==> config.mk <==
export PLATFORM = sky130hd
export DESIGN_NAME = sparse_stream_encoder_flat
export DESIGN_NICKNAME = d
export VERILOG_FILES = /design/src/rtl/sparse_stream_encoder_pkg.sv /design/src/rtl/sparse_stream_encoder_if.sv /design/src/rtl/sparse_stream_encoder_zrc.sv /design/src/rtl/sparse_stream_encoder.sv /design/src/flat_wrapper.sv
export SDC_FILE = /design/constraint.sdc
export NUM_CORES = 1
export LEC_CHECK = 0
export ABC_AREA = 1
export CORE_MARGIN = 2
export CORE_UTILIZATION = 51
export DETAILED_ROUTE_END_ITERATION = 10
export PLACE_DENSITY = 0.85
export SYNTH_ARGS = -nofsm -noshare
export SYNTH_HDL_FRONTEND = slang
export SYNTH_HIERARCHICAL = 1
export SYNTH_SLANG_ARGS = --single-unit
==> constraint.sdc <==
create_clock -name clk -period 4.88 [get_ports clk]
set_clock_uncertainty 0.1 [all_clocks]
set_input_delay 0.488 -clock clk [delete_from_list [all_inputs] [get_ports clk]]
set_output_delay 0.488 -clock clk [all_outputs]
set_load 0.03 [all_outputs]
==> src/rtl/sparse_stream_encoder_pkg.sv <==
// Shared constants, packet layout and helpers for the sparse stream encoder.
// Lane geometry matches the PPU output count and OARAM index width.
package sparse_stream_encoder_pkg;

  localparam int N       = 4;
  localparam int IDX_W   = 4;
  localparam int CH_W    = 6;
  localparam int DATA_W  = 16;
  localparam int RUN_MAX = (1 << IDX_W) - 1;

  typedef enum logic {
    FILL = 1'b0,
    SEND = 1'b1
  } enc_state_t;

  typedef struct packed {
    logic [N-1:0][DATA_W-1:0] data;
    logic [N-1:0][IDX_W-1:0]  indices;
    logic [N-1:0]             mask;
    logic [CH_W-1:0]          channel;
    logic                     last;
  } sparse_pkt_t;

  // Negative values count as zero when the ReLU is folded into the encoder.
  function automatic logic is_zero(input logic [DATA_W-1:0] v, input logic relu);
    return (v == '0) || (relu && v[DATA_W-1]);
  endfunction

endpackage

==> src/rtl/sparse_stream_encoder_if.sv <==
// Dense input stream and sparse packet output of the encoder, plus its FSM state.
// Handshake: a transfer happens on a rising clk edge where valid && ready; valid never waits on ready.
interface sparse_stream_encoder_if;
  import sparse_stream_encoder_pkg::*;

  logic                    in_valid;
  logic                    in_ready;
  logic [DATA_W-1:0]       in_data;
  logic [CH_W-1:0]         in_channel;
  logic                    in_last;

  logic                    out_valid;
  logic                    out_ready;
  logic [N*DATA_W-1:0]     out_data;
  logic [N*IDX_W-1:0]      out_indices;
  logic [N-1:0]            out_mask;
  logic [CH_W-1:0]         out_channel;
  logic                    out_last;
  logic [15:0]             nnz_count;
  enc_state_t              dbg_state;

  modport slave (
    input  in_valid, in_data, in_channel, in_last, out_ready,
    output in_ready, out_valid, out_data, out_indices, out_mask,
           out_channel, out_last, nnz_count, dbg_state
  );

  modport master (
    output in_valid, in_data, in_channel, in_last, out_ready,
    input  in_ready, out_valid, out_data, out_indices, out_mask,
           out_channel, out_last, nnz_count, dbg_state
  );
endinterface

==> src/rtl/sparse_stream_encoder_zrc.sv <==
// Zero-run counter: tracks zeros since the last emitted entry and decides when an entry is written.
// A full run forces a (0, RUN_MAX) filler entry so the index never overflows.
module zero_run_counter
  import sparse_stream_encoder_pkg::*;
(
  input  logic             clk,
  input  logic             rst,
  input  logic             zero,
  input  logic             accept,
  input  logic             clear,
  output logic             emit,
  output logic [IDX_W-1:0] run_idx,
  output logic             overflow
);

  logic [IDX_W-1:0] run;
  logic             at_max;

  assign at_max   = (run == IDX_W'(RUN_MAX));
  assign emit     = accept && (!zero || at_max);
  assign overflow = accept && zero && at_max;
  assign run_idx  = run;

  always_ff @(posedge clk) begin
    if (rst || clear) begin
      run <= '0;
    end else if (accept) begin
      run <= emit ? '0 : run + IDX_W'(1);
    end
  end

endmodule

==> src/rtl/sparse_stream_encoder.sv <==
// Packs nonzero dense elements with their zero-run indices into N-lane packets for the OARAM.
// FILL collects lanes; SEND holds the packet until the consumer takes it (one bubble per packet).
module sparse_stream_encoder
  import sparse_stream_encoder_pkg::*;
#(
  parameter bit RELU_EN = 1'b1
) (
  input logic                    clk,
  input logic                    rst,
  sparse_stream_encoder_if.slave bus
);

  localparam int LANE_W = (N > 1) ? $clog2(N) : 1;
  localparam int CNT_W  = $clog2(N + 1);

  enc_state_t        state;
  sparse_pkt_t       pkt;
  logic [CNT_W-1:0]  count;
  logic [CNT_W-1:0]  count_nxt;
  logic [LANE_W-1:0] lane;
  logic [15:0]       nnz;
  logic              chan_open;
  logic              in_ready_q;
  logic              out_valid_q;

  logic              accept;
  logic              zero;
  logic              emit;
  logic              overflow;
  logic              run_clear;
  logic [IDX_W-1:0]  run_idx;

  assign accept    = in_ready_q && bus.in_valid;
  assign zero      = is_zero(bus.in_data, RELU_EN);
  assign count_nxt = count + CNT_W'(emit);
  assign lane      = count[LANE_W-1:0];
  // The run survives packet boundaries inside a channel and only resets once the channel closes.
  assign run_clear = (state == SEND) && bus.out_ready && pkt.last;

  zero_run_counter u_zrc (
    .clk      (clk),
    .rst      (rst),
    .zero     (zero),
    .accept   (accept),
    .clear    (run_clear),
    .emit     (emit),
    .run_idx  (run_idx),
    .overflow (overflow)
  );

  always_ff @(posedge clk) begin
    if (rst) begin
      state       <= FILL;
      pkt         <= '0;
      count       <= '0;
      nnz         <= '0;
      chan_open   <= 1'b0;
      in_ready_q  <= 1'b1;
      out_valid_q <= 1'b0;
    end else begin
      case (state)
        FILL: begin
          if (accept) begin
            if (!chan_open) begin
              pkt.channel <= bus.in_channel;
              chan_open   <= 1'b1;
            end
            if (emit) begin
              pkt.data[lane]    <= overflow ? '0 : bus.in_data;
              pkt.indices[lane] <= run_idx;
              pkt.mask[lane]    <= 1'b1;
              nnz               <= nnz + 16'd1;
            end
            count <= count_nxt;
            if (count_nxt == CNT_W'(N) || bus.in_last) begin
              state       <= SEND;
              pkt.last    <= bus.in_last;
              in_ready_q  <= 1'b0;
              out_valid_q <= 1'b1;
            end
          end
        end
        SEND: begin
          if (bus.out_ready) begin
            state       <= FILL;
            pkt.data    <= '0;
            pkt.indices <= '0;
            pkt.mask    <= '0;
            pkt.last    <= 1'b0;
            count       <= '0;
            in_ready_q  <= 1'b1;
            out_valid_q <= 1'b0;
            if (pkt.last) begin
              nnz       <= '0;
              chan_open <= 1'b0;
            end
          end
        end
        default: state <= FILL;
      endcase
    end
  end

  assign bus.in_ready    = in_ready_q;
  assign bus.out_valid   = out_valid_q;
  assign bus.out_data    = pkt.data;
  assign bus.out_indices = pkt.indices;
  assign bus.out_mask    = pkt.mask;
  assign bus.out_channel = pkt.channel;
  assign bus.out_last    = pkt.last;
  assign bus.nnz_count   = nnz;
  assign bus.dbg_state   = state;

endmodule

==> src/flat_wrapper.sv <==
// flat-port wrapper written by rule: the top's interface ports become plain ports
module sparse_stream_encoder_flat import sparse_stream_encoder_pkg::*;
#(
  parameter bit RELU_EN = 1'b1
)
  (clk, rst, bus_in_valid, bus_in_data, bus_in_channel, bus_in_last, bus_out_ready, bus_in_ready, bus_out_valid, bus_out_data, bus_out_indices, bus_out_mask, bus_out_channel, bus_out_last, bus_nnz_count, bus_dbg_state);
  sparse_stream_encoder_if bus_i ();
  input logic clk;
  input logic rst;
  input wire logic [$bits(bus_i.in_valid)-1:0] bus_in_valid;
  input wire logic [$bits(bus_i.in_data)-1:0] bus_in_data;
  input wire logic [$bits(bus_i.in_channel)-1:0] bus_in_channel;
  input wire logic [$bits(bus_i.in_last)-1:0] bus_in_last;
  input wire logic [$bits(bus_i.out_ready)-1:0] bus_out_ready;
  output wire logic [$bits(bus_i.in_ready)-1:0] bus_in_ready;
  output wire logic [$bits(bus_i.out_valid)-1:0] bus_out_valid;
  output wire logic [$bits(bus_i.out_data)-1:0] bus_out_data;
  output wire logic [$bits(bus_i.out_indices)-1:0] bus_out_indices;
  output wire logic [$bits(bus_i.out_mask)-1:0] bus_out_mask;
  output wire logic [$bits(bus_i.out_channel)-1:0] bus_out_channel;
  output wire logic [$bits(bus_i.out_last)-1:0] bus_out_last;
  output wire logic [$bits(bus_i.nnz_count)-1:0] bus_nnz_count;
  output wire logic [$bits(bus_i.dbg_state)-1:0] bus_dbg_state;
  assign bus_i.in_valid = bus_in_valid;
  assign bus_i.in_data = bus_in_data;
  assign bus_i.in_channel = bus_in_channel;
  assign bus_i.in_last = bus_in_last;
  assign bus_i.out_ready = bus_out_ready;
  assign bus_in_ready = bus_i.in_ready;
  assign bus_out_valid = bus_i.out_valid;
  assign bus_out_data = bus_i.out_data;
  assign bus_out_indices = bus_i.out_indices;
  assign bus_out_mask = bus_i.out_mask;
  assign bus_out_channel = bus_i.out_channel;
  assign bus_out_last = bus_i.out_last;
  assign bus_nnz_count = bus_i.nnz_count;
  assign bus_dbg_state = bus_i.dbg_state;
  sparse_stream_encoder #(.RELU_EN(RELU_EN)) u_core (.clk(clk), .rst(rst), .bus(bus_i));
endmodule
# Word-level counts from Yosys, hierarchy flattened
# Index checks and enable logic that the tools add are counted.
# word_totals
ff_bits	118
input_bits	27
output_inout_bits	110
wordCells	93
# classes
n_addsub	3
order_cmp	2
n_eq_ne	7
n_mux	41
bitwise_logic	3
reduce_logical	19
# op_table
cell	n
two-way mux 84 bit	2
case mux 84 bit (2 select lines)	1
two-way mux 16 bit	6
two-way mux 91 bit	1
bitwise mux 64 bit	1
demux 16 bit (select 2 bit)	1
case mux 16 bit (2 select lines)	1
adder 16 x 1 -> 16 bit, second input constant	1
bitwise mux 16 bit	1
logical NOT 16 bit	1
two-way mux 1 bit	14
AND reduction 3 bit	4
case mux 1 bit (2 select lines)	5
demux 4 bit (select 2 bit)	1
two-way mux 4 bit	2
logical AND 1 bit	7
two-way mux 3 bit	2
two-way mux 6 bit	1
!= test 2 bit, second input constant	3
case mux 3 bit (2 select lines)	1
adder 4 x 1 -> 4 bit, second input constant	1
equality test 4 bit, second input constant	1
logical OR 1 bit	4
!= test 2 x 1 -> 1 bit, second input constant	2
10 further kinds	11

# Logic depth before layout (Yosys ltp)
# Gate-level depths: netlist of the first run.
# logic_depth
depth_word	11
ltp_mapped	15
ltp_nobuf	15

# By module
# Netlist of the first run, hierarchy kept.
# by_module_without_submodules
module	instances	cells_per_inst	area_each_um2	seq_area_each_um2
sparse_stream_encoder	1	627	4619.4	2282.2
zero_run_counter	1	32	215.2	80.1

# Worst setup path after synthesis of the first run
# Ideal clock, no wire load.
# synth_path
kind	flip-flop to flip-flop
startpoint	register u_core.in_ready_q (netlist: u_core/bus.in_ready)
endpoint	register u_core.pkt, in the netlist u_core/bus.out_data[30]
setup_time_ps	70
arrival_ps	1998
t_required_ps	4710
path_slack_ps	2712
path_stages_with_launch	14
path_buffers	1
period_less_slack_ps	2168
cell_sequence	dfxtp_1 > nand2_1 > inv_1 > nand2_1 > inv_1 > nand2_2 > nand2_1 > nand2_1 > o21ai_4 > nand2_1 > nor2_1 > buf_2 > nand2_1 > a21oi_1
# synth_via
word_cells_on_any_way	12
classes_between	eq/ne (2); mux (5); reduce/logical (5)
# synth_rtl
element	line_no	rtl
start: declaration	sparse_stream_encoder.sv:23	logic in_ready_q;
start signal: assignment	sparse_stream_encoder.sv:58	in_ready_q <= 1'b1;
start signal: assignment	sparse_stream_encoder.sv:78	in_ready_q <= 1'b0;
start signal: assignment	sparse_stream_encoder.sv:91	in_ready_q <= 1'b1;
logical AND 1 bit	sparse_stream_encoder.sv:33	assign accept = in_ready_q && bus.in_valid;
via u_core.accept	sparse_stream_encoder.sv:26	logic accept;
logical AND 1 bit	sparse_stream_encoder_zrc.sv:20	assign emit = accept && (!zero || at_max);
via u_core.emit	sparse_stream_encoder.sv:28	logic emit;
!= test 2 x 1 -> 1 bit (no source line)	n/a	
AND reduction 3 bit (no source line)	n/a	
end: declaration	sparse_stream_encoder.sv:17	sparse_pkt_t pkt;
# The timed path passes the listed nets, and every way through them passes these cells. The select of a mux whose other input is x is not followed.
# A chain may end at the register's enable or synchronous reset.

# Worst setup path in the final report of the first run
# layout_path
startpoint	input bus_in_valid
endpoint	register u_core.pkt, in the netlist u_core/bus.out_data[36]
# layout_via
word_cells_on_any_way	12
classes_between	eq/ne (2); mux (5); reduce/logical (5)
# layout_rtl
element	line_no	rtl
start: declaration	flat_wrapper.sv:10	input wire logic [$bits(bus_i.in_valid)-1:0] bus_in_valid;
logical AND 1 bit	sparse_stream_encoder.sv:33	
via u_core.accept	sparse_stream_encoder.sv:26	
logical AND 1 bit	sparse_stream_encoder_zrc.sv:20	
via u_core.emit	sparse_stream_encoder.sv:28	
!= test 2 x 1 -> 1 bit (no source line)	n/a	
AND reduction 3 bit (no source line)	n/a	
# The timed path passes the listed nets, and every way through them passes these cells. The select of a mux whose other input is x is not followed.

==> results of run 1 <==
## routing by layer
| layer | up-vias | global-route usage, % | share of wire [%] |
|---|---|---|---|
| li1 | 2362 | - | - |
| met1 | 2320 | 34.7 | 40 |
| met2 | 244 | 48.3 | 51 |
| met3 | 32 | 4.76 | 7.1 |
| met4 | 0 | 13.0 | 2.3 |
| met5 | - | 0 | 0 |
## power by group through the flow
stage | combinational, mW | sequential [mW] | clock [mW]
after detailed placement | 0.214 | 1.02 | 0
after global placement | 0.207 | 1.02 | 0
after floorplan | 0.111 | 1.04 | 0
final | 0.220 | 0.997 | 1.23
after CTS | 0.216 | 0.997 | 1.24
after global routing | 0.233 | 0.999 | 1.28
## sequential cells by signal, indices dropped and copies added, names as in the netlist
register / count
u_core/bus.out_data: 64
u_core/bus.nnz_count: 16
u_core/bus.out_indices: 16
u_core/bus.out_channel: 6
u_core/bus.out_mask: 4
u_core/u_zrc/run_idx: 4
u_core/count: 3
u_core/bus.dbg_state: 1
u_core/bus.in_ready: 1
u_core/bus.out_last: 1
u_core/bus.out_valid: 1
u_core/chan_open: 1
## worst max-delay path, cell delays in order
cell and delay (ns):
clkdlybuf4s50_1 0.50, nand2_1 0.12, inv_1 0.20, nand2_1 0.14
inv_1 0.11, nand2_2 0.08, nand2_1 0.08, nand2_1 0.11
o21ai_4 0.59, nand2_2 0.14, nor2_2 0.70, nand2_1 0.19
a21oi_1 0.25
## placed cells by master (no fill, tap or decap), drive strengths merged, types with 2 or more instances in the layout
cell type,n
xor2,2
dfxtp,118
inv,62
clkdlybuf4s50,135
bufinv,2
clkinv,2
nand2,212
nand3,14
nor2,70
clkbuf,18
o21ai,17
clkinvlp,3
nor4,3
nand4,21
ha,4
a21oi,95
buf,6
nor3,6
## cell type report
type / instances / area (um2) / share of cell area (%)
Inverter: 55 / 206 / 3.02
Multi-Input combinational cell: 451 / 2110 / 30.9
Tap cell: 129 / 161 / 2.36
Clock buffer: 18 / 428 / 6.27
Timing Repair Buffer: 141 / 1390 / 20.4
Sequential cell: 118 / 2360 / 34.6
Clock inverter: 14 / 164 / 2.40
## stage by stage
| step | std cells | utilization, % |
|---|---|---|
| global route | 926 | 73.9 |
| finish | 926 | 73.9 |
| global placement | 894 | 67.5 |
| CTS | 926 | 73.9 |
| floorplan | 659 | - |
| detailed placement | 894 | 67.5 |
## logic make-up after synthesis
group	count (synthesis)
flip-flops	118
AO/OA/AOI/OAI	116
adder cells (fa/ha/maj)	4
XOR/XNOR	3
AND/OR/NAND/NOR	328
buffers and inverters	90
## final timing paths
path                          start                      end  slack (ns)  cells after the start
min reg2reg  u_core/bus.out_mask[3]   u_core/bus.out_mask[3]        0.35                      2
max reg2reg     u_core/bus.in_ready  u_core/bus.out_data[36]        1.56                     12
min          u_core/bus.out_mask[3]   u_core/bus.out_mask[3]        0.35                      2
max                    bus_in_valid  u_core/bus.out_data[36]        1.48                     13
==> impl_metrics.ini, run 1 <==
[layout]
antennaDiodeCount = 0
fin_nets = 815
area_growth_pct = 41.2
layout-drive-gt1-share_pct = 7.90
fillers = 675
design_area_um2 = 6830

[synth]
yosys_register_bits = 118
synth_top_family_by_area = simple AND/OR/NAND/NOR gates
synthAdderAreaFrac_pct = 1.04
synth_cell_type_count = 30
netlist.area_leader.share_pct = 48.9
synthMuxAreaShare_pct = 0
yosys.area_share.xor_xnor_pct = 0.543
synth_warnings = 6
netlist_instances = 659
syn_area_um2 = 4830
synth_common_cells = 209 x nand2_1, 118 x dfxtp_1, 95 x a21oi_1, 56 x nor2_1, 52 x inv_1
synth_area_leaders = dfxtp_1 49%, nand2_1 16%, a21oi_1 9.8%
synth_area_leader_cell = dfxtp_1
synth-seq-area-share_pct = 48.9
syn_nets = 690
synth_edf_count = 0
synth_most_common_cell = nand2_1
synth_compound_area_share_pct = 12.5
postSynth.asyncResetShare_pct = 0
ys.flop_type = dfxtp_1
yosys.area_share.simple_pct = 29.6
syn_area_per_cell_um2 = 7.34

[global_routing]
antenna_found_initial = 0
grt_overflow = 0
grt_max_degree = 89
grt_pass1_vias = 4740
globalRouteTotalUtil_pct = 28.2
grt_pass1_wl_mm = 22.7

[status]
status = finished clean

[detailed_routing]
vias_per_cell = 5.35
vias = 4958
wirelength_mm = 14.5
drtAntennaViolNets = 0
drc_errors = 0
first_pass_iters = 6
drtIter0Drc = 368
routedWlPerCell_um = 15.6

[clock_tree]
clkTransAtPathRegs_ns = 0.06
cts_hold_buf = 0
cts_resized = 0
numCtsBuffers = 17
cts.sink_count = 118
clk_latency_ns = 0.50
clockBufferDepth = 2
cts_tree = done
root_buffer = clkbuf_8
cts-htree-levels = 4
post_cts.repair.setup_buffers = 0

[timing]
slew_headroom_pct = 31.9
maxSlewViolCount = 0
worst_pin_slew_ns = 1.02
fmax_mhz = 294
setup_ws_ns = 1.48
grt_setup_unrepaired = false
period_share_pct = 69.7
hold_viol = 0
final-setup-viol-count = 0
final.min_clock_period_ns = 3.40
hold_slack_ns = 0.354
tns_ns = 0

[power]
seqPwrFrac_pct = 40.8
power_density_nw_per_um2 = 358
power.switching_mw = 0.635
intPower_mw = 1.81
p_leak_nw = 2.52
vdd_drop_max_mv = 0.222
p_comb_share_pct = 9.0
clkPwrFrac_pct = 50.2
p_sw_share_pct = 26.0
finalPower_mw = 2.44

[floorplan]
start_util_pct = 52.3
rows = 35
io-pin-count = 137
die_y_um = 101
dieArea_um2 = 10300
coreArea_um2 = 9240
chipWidth_um = 101

[flow_run]
drv_cap = 0

[worst_setup_path]
crit_type = primary input to flop
required_ns = 5.19
worstPathMaxFanout = 27
endpoint_kind = flop
cp.arrival_ns = 3.71
setup.worst_path.start_class = primary input

[placement]
routabilityCongestion = 0.852
post_dp_cell_area_um2 = 6230
port-buffer-count = 136
dp_slack_ns = 1.24
hpwl_mm = 9.47

[min_path]
min_path_type = flop to flop
Power figures use the tool's default switching activity.
==> run 2: changes to the inputs <==
--- a/config.mk
+++ b/config.mk
@@ -7,9 +7,9 @@
 export LEC_CHECK = 0
 export ABC_AREA = 1
 export CORE_MARGIN = 2
-export CORE_UTILIZATION = 51
+export CORE_UTILIZATION = 48
 export DETAILED_ROUTE_END_ITERATION = 10
-export PLACE_DENSITY = 0.85
+export PLACE_DENSITY = 0.8
 export SYNTH_ARGS = -nofsm -noshare
 export SYNTH_HDL_FRONTEND = slang
 export SYNTH_HIERARCHICAL = 1
==> constraint.sdc (replaced) <==
create_clock -name clk -period 3.2 [get_ports clk]
set_clock_uncertainty 0.1 [all_clocks]
set_input_delay 0.32 -clock clk [delete_from_list [all_inputs] [get_ports clk]]
set_output_delay 0.32 -clock clk [all_outputs]
set_load 0.03 [all_outputs]
==> run 2 against run 1 <==
Compared with the run above:
- utilization fell by 2.7 points
- routed wire length is 3.8% lower
- critical path depth is 1 higher
- register-to-register slack worse by 0.77 ns
==> impl_metrics.ini, run 2 (synthesized netlist as in run 1, its figures left out) <==
[power]
p_comb_share_pct = 9.1
seqPwrFrac_pct = 39.7
vdd_drop_max_mv = 0.343
power_density_nw_per_um2 = 549
p_sw_share_pct = 24.4
clkPwrFrac_pct = 51.3
p_leak_nw = 2.59
intPower_mw = 2.88
power.switching_mw = 0.933

[timing]
tns_ns = 0
period_share_pct = 76.3
maxSlewViolCount = 0
final.min_clock_period_ns = 2.44
final-setup-viol-count = 0
grt_setup_unrepaired = false
slew_headroom_pct = 40.8
worst_pin_slew_ns = 0.888
fmax_mhz = 410
hold_viol = 0

[layout]
final_util_pct = 71.1
layout-drive-gt1-share_pct = 9.27
area_growth_pct = 43.8
largest_reg_flops = 64
antennaDiodeCount = 0
layout_common_cells = 209 x nand2_1, 135 x clkdlybuf4s50_1, 118 x dfxtp_1, 95 x a21oi_1, 56 x nor2_1
design_area_um2 = 6950
fin_nets = 828
final_common_cell = nand2_1
finalNonFillerCells = 942

[global_routing]
grt_pass1_vias = 4808
globalRouteTotalUtil_pct = 25.4
grt_overflow = 0
grt_pass1_wl_mm = 22.6
antenna_found_initial = 0
grt_max_degree = 88

[detailed_routing]
met1_length_mm = 5.68
vias_per_cell = 5.18
drc_errors = 0
met3_length_um = 911
dr.max_layer_used = met4
vias = 4882
drtAntennaViolNets = 0
wl_met2_mm = 7.00
wirelength_mm = 13.9
first_pass_iters = 5
routedWlPerCell_um = 14.8
drtIter0Drc = 303

[worst_setup_path]
cp.arrival_ns = 2.77
required_ns = 3.53
endpoint_kind = flop
reg2reg_slack_ns = 0.79
crit_slowest_cell = clkdlybuf4s50_1
setup.worst_path.start_class = primary input
path_cells = clkdlybuf4s50_1, nor4_1, nand4_1, nand2_1, inv_1, nand2_1, nand2_1, nand2_1, o21ai_4, buf_4, o21ai_1, buf_4, nand2_1, a21oi_1
crit_type = primary input to flop
max_stage_delay_ns = 0.43
crit_path_frequent_cell = nand2_1
worstPathMaxFanout = 20

[clock_tree]
cts_hold_buf = 0
cts_tree = done
clockBufferDepth = 2
cts_resized = 0
numCtsBuffers = 17
cts.sink_count = 118
cts-htree-levels = 4
clkTransAtPathRegs_ns = 0.06
post_cts.repair.setup_buffers = 0
clk_latency_ns = 0.51
root_buffer = clkbuf_8

[floorplan]
dieArea_um2 = 10900
rows = 36
chipWidth_um = 104
die_y_um = 104
coreArea_um2 = 9770
start_util_pct = 49.5
io-pin-count = 137

[placement]
routabilityCongestion = 0.805
dpl.cell_count = 911
hpwl_mm = 9.70
post_dp_cell_area_um2 = 6340
port-buffer-count = 136

[status]
status = finished clean

[min_path]
min_path_type = primary input to flop

[flow_run]
drv_cap = 0
## run 2: cell types whose count changed in the layout (fill, tap and decap cells not counted)
| cell | previous run | this run |
|---|---|---|
| buf_4 | 5 | 18 |
| inv_6 | 6 | 2 |
| bufinv_16 | 2 | 4 |
| clkinv_4 | 2 | 4 |
| clkbuf_8 | 2 | 1 |
| clkinvlp_4 | 3 | 4 |
| inv_8 | 1 | 0 |
## run 2: final timing paths
kind / cells after the start / startpoint / end
worst max-delay path: 14 / bus_in_data[10] / u_core/bus.out_data[24]
worst min-delay path: 4 / rst / u_core/bus.out_channel[5]
worst max register to register: 15 / u_core/bus.in_ready / u_core/bus.nnz_count[11]
worst min register to register: 2 / u_core/bus.out_mask[3] / u_core/bus.out_mask[3]
## run 2: layer usage
layer  global-route usage [%]  vias to the layer above
li1                         -                     2386
met1                     30.7                     2273
met2                     43.4                      195
met3                     5.51                       28
met4                     11.2                        0
met5                        0                        -
## run 2: area by class of cell
| type | count | area [um2] |
|---|---|---|
| Fill cell | 760 | 2820 |
| Sequential cell | 118 | 2360 |
| Multi-Input combinational cell | 451 | 2110 |
| Timing Repair Buffer | 154 | 1490 |
| Clock buffer | 17 | 414 |
| Inverter | 55 | 206 |
| Clock inverter | 14 | 203 |
| Tap cell | 133 | 166 |
## run 2: power groups by stage
stage | logic, mW | clock network, mW | registers, mW
after floorplan | 0.169 | 0 | 1.58
after global placement | 0.334 | 0 | 1.55
after detailed placement | 0.342 | 0 | 1.55
after CTS | 0.344 | 1.98 | 1.52
after global routing | 0.372 | 2.04 | 1.52
final | 0.346 | 1.96 | 1.52
## run 2: critical path: cells and delay by family
family	cells	cell delay (ns)
AOI/OAI and AO/OA	3	0.35
buffers and inverters	4	0.97
and+or+nand+nor	7	1.13
## run 2: metrics by stage
stage	setup slack, ns	hold WS (ns)	total power [mW]
finish	0.759	0.0405	3.82
global route	0.481	0.0707	3.93
CTS	0.793	0.0280	3.84
detailed placement	0.350	0.353	1.89
global placement	0.422	0.351	1.88
floorplan	1.03	0.323	1.75
==> run 3: changes to the inputs <==
==> constraint.sdc (replaced) <==
create_clock -name clk -period 2.3 [get_ports clk]
set_clock_uncertainty 0.1 [all_clocks]
set_input_delay 0.23 -clock clk [delete_from_list [all_inputs] [get_ports clk]]
set_output_delay 0.23 -clock clk [all_outputs]
set_load 0.03 [all_outputs]
==> run 3 against run 2 <==
Compared with the run above:
- flip-flop and latch count stayed put
- sequential share of layout area is 0.88 points lower
- clock power is 30% higher
- cell count is 1.5% higher
- hold slack better by 0.20 ns
- via count is 2.8% higher
- clock-buffer cell count is 2 higher
==> impl_metrics.ini, run 3 (synthesized netlist as in run 1, its figures left out) <==
[status]
status = finished clean

[timing]
worst_pin_slew_ns = 0.907
period_share_pct = 92.3
grt_setup_unrepaired = true
final-setup-viol-count = 0
maxSlewViolCount = 0
setup_ws_ns = 0.176
hold_slack_ns = 0.238
hold_viol = 0
fmax_mhz = 471
final.min_clock_period_ns = 2.12
slew_headroom_pct = 39.5

[worst_setup_path]
endpoint_kind = flop
cp.arrival_ns = 2.46
worst-path-buf-inv = 4
crit_path_frequent_cell = nand2_1
setup.worst_path.start_class = primary input
cpLargestDelayFamily = simple AND/OR/NAND/NOR gates
crit_type = primary input to flop
max_stage_delay_ns = 0.44
path_cells = clkdlybuf4s50_1, nor4_2, nand4_1, nand2_1, inv_1, nand2_1, nand2_1, nand2_1, o21ai_4, buf_6, o21ai_1, buf_12, nand2_1, a21oi_1
worstPathMaxFanout = 20
crit_slowest_cell = clkdlybuf4s50_1
required_ns = 2.63

[detailed_routing]
wirelength_mm = 14.3
drc_errors = 0
vias = 5019
drtAntennaViolNets = 0
vias_per_cell = 5.25
first_pass_iters = 5
routedWlPerCell_um = 15.0
drtIter0Drc = 401

[global_routing]
grt_pass1_vias = 4865
antenna_found_initial = 0
grt_pass1_wl_mm = 23.3
grt_overflow = 0
globalRouteTotalUtil_pct = 26.3
grt_max_degree = 88

[floorplan]
rows = 36
start_util_pct = 49.5
io-pin-count = 137
chipWidth_um = 104
die_y_um = 104
dieArea_um2 = 10900
coreArea_um2 = 9770

[clock_tree]
clk_latency_ns = 0.51
cts-htree-levels = 4
root_buffer = clkbuf_8
cts.sink_count = 118
clkTransAtPathRegs_ns = 0.06
cts_tree = done
clockBufferDepth = 2
numCtsBuffers = 17
post_cts.repair.setup_buffers = 0

[layout]
design_area_um2 = 7140
largest_reg_flops = 64
layout-drive-gt1-share_pct = 11.2
antennaDiodeCount = 0
fillers = 724
layout_common_cells = 209 x nand2_1, 135 x clkdlybuf4s50_1, 117 x dfxtp_1, 95 x a21oi_1, 55 x nor2_1
area_growth_pct = 47.7
final_common_cell = nand2_1
fin_nets = 841
finalNonFillerCells = 956

[placement]
hpwl_mm = 9.86
dp_slack_ns = -0.449
dpl.cell_count = 923
routabilityCongestion = 0.853
port-buffer-count = 136
post_dp_cell_area_um2 = 6500

[power]
power_density_nw_per_um2 = 728
finalPower_mw = 5.20
vdd_drop_max_mv = 0.467
p_leak_nw = 2.67

[flow_run]
drv_cap = 0

[min_path]
min_path_type = primary input to flop
-- run 3: power by group --
| part | internal, mW | switching [mW] | total, mW |
|---|---|---|---|
| clock network | 1.58 | 0.974 | 2.55 |
| logic | 0.207 | 0.333 | 0.540 |
| registers | 2.08 | 0.0229 | 2.10 |
-- run 3: per-layer routing --
metal,routed length (um),part of all wire [%],global-route usage [%],up-vias
li1,-,-,-,2415
met1,5740,40,31.5,2338
met2,7140,50,45.2,234
met3,1080,7.5,5.76,32
met4,388,2.7,11.7,0
met5,0,0,0,-
-- run 3: layout make-up --
cell class	count	area [um2]	area share [%]
tap	133	166	2.33
clock inverter	13	150	2.10
sequential	118	2360	33.1
inverter	55	206	2.89
multi-input combinational	451	2150	30.1
timing repair buffer	167	1670	23.4
clock buffer	19	432	6.05
-- run 3: worst register-to-register path, stage by stage (launching register included) --
cell	delay, ns
dfxtp_2	0.35
ha_1	0.16
nand2_1	0.07
inv_1	0.07
nand2_2	0.06
nand2_1	0.08
nand2_1	0.11
o21ai_4	0.16
nand2_2	0.11
nor2_4	0.44
nand2_1	0.14
a21oi_1	0.17
-- run 3: path summary, 6_finish.rpt --
| kind | startpoint | cells after the start | slack [ns] | to |
|---|---|---|---|---|
| max reg2reg | u_core/u_zrc/run_idx[1] | 11 | 0.20 | u_core/bus.out_data[37] |
| min | bus_in_last | 3 | 0.24 | u_core/bus.out_last |
| max | bus_in_data[11] | 14 | 0.18 | u_core/bus.out_data[23] |
| min reg2reg | u_core/bus.out_mask[3] | 2 | 0.35 | u_core/bus.out_mask[3] |
-- run 3: through the flow --
step	setup TNS, ns	utilization [%]
2_1_floorplan	0	-
3_3_place_gp	-27.73	66.5
3_5_place_dp	-36.21	66.5
4_1_cts	-1.11	72.6
5_1_grt	-0.0122	73.1
6_report	0	73.1
-- run 3: what timing repair did --
item,CTS,global route
hold endpoints to repair,7,0
pin swaps,0,2
endpoints found under the setup margin,53,70
gates resized for setup,1,9
hold buffers,1,0
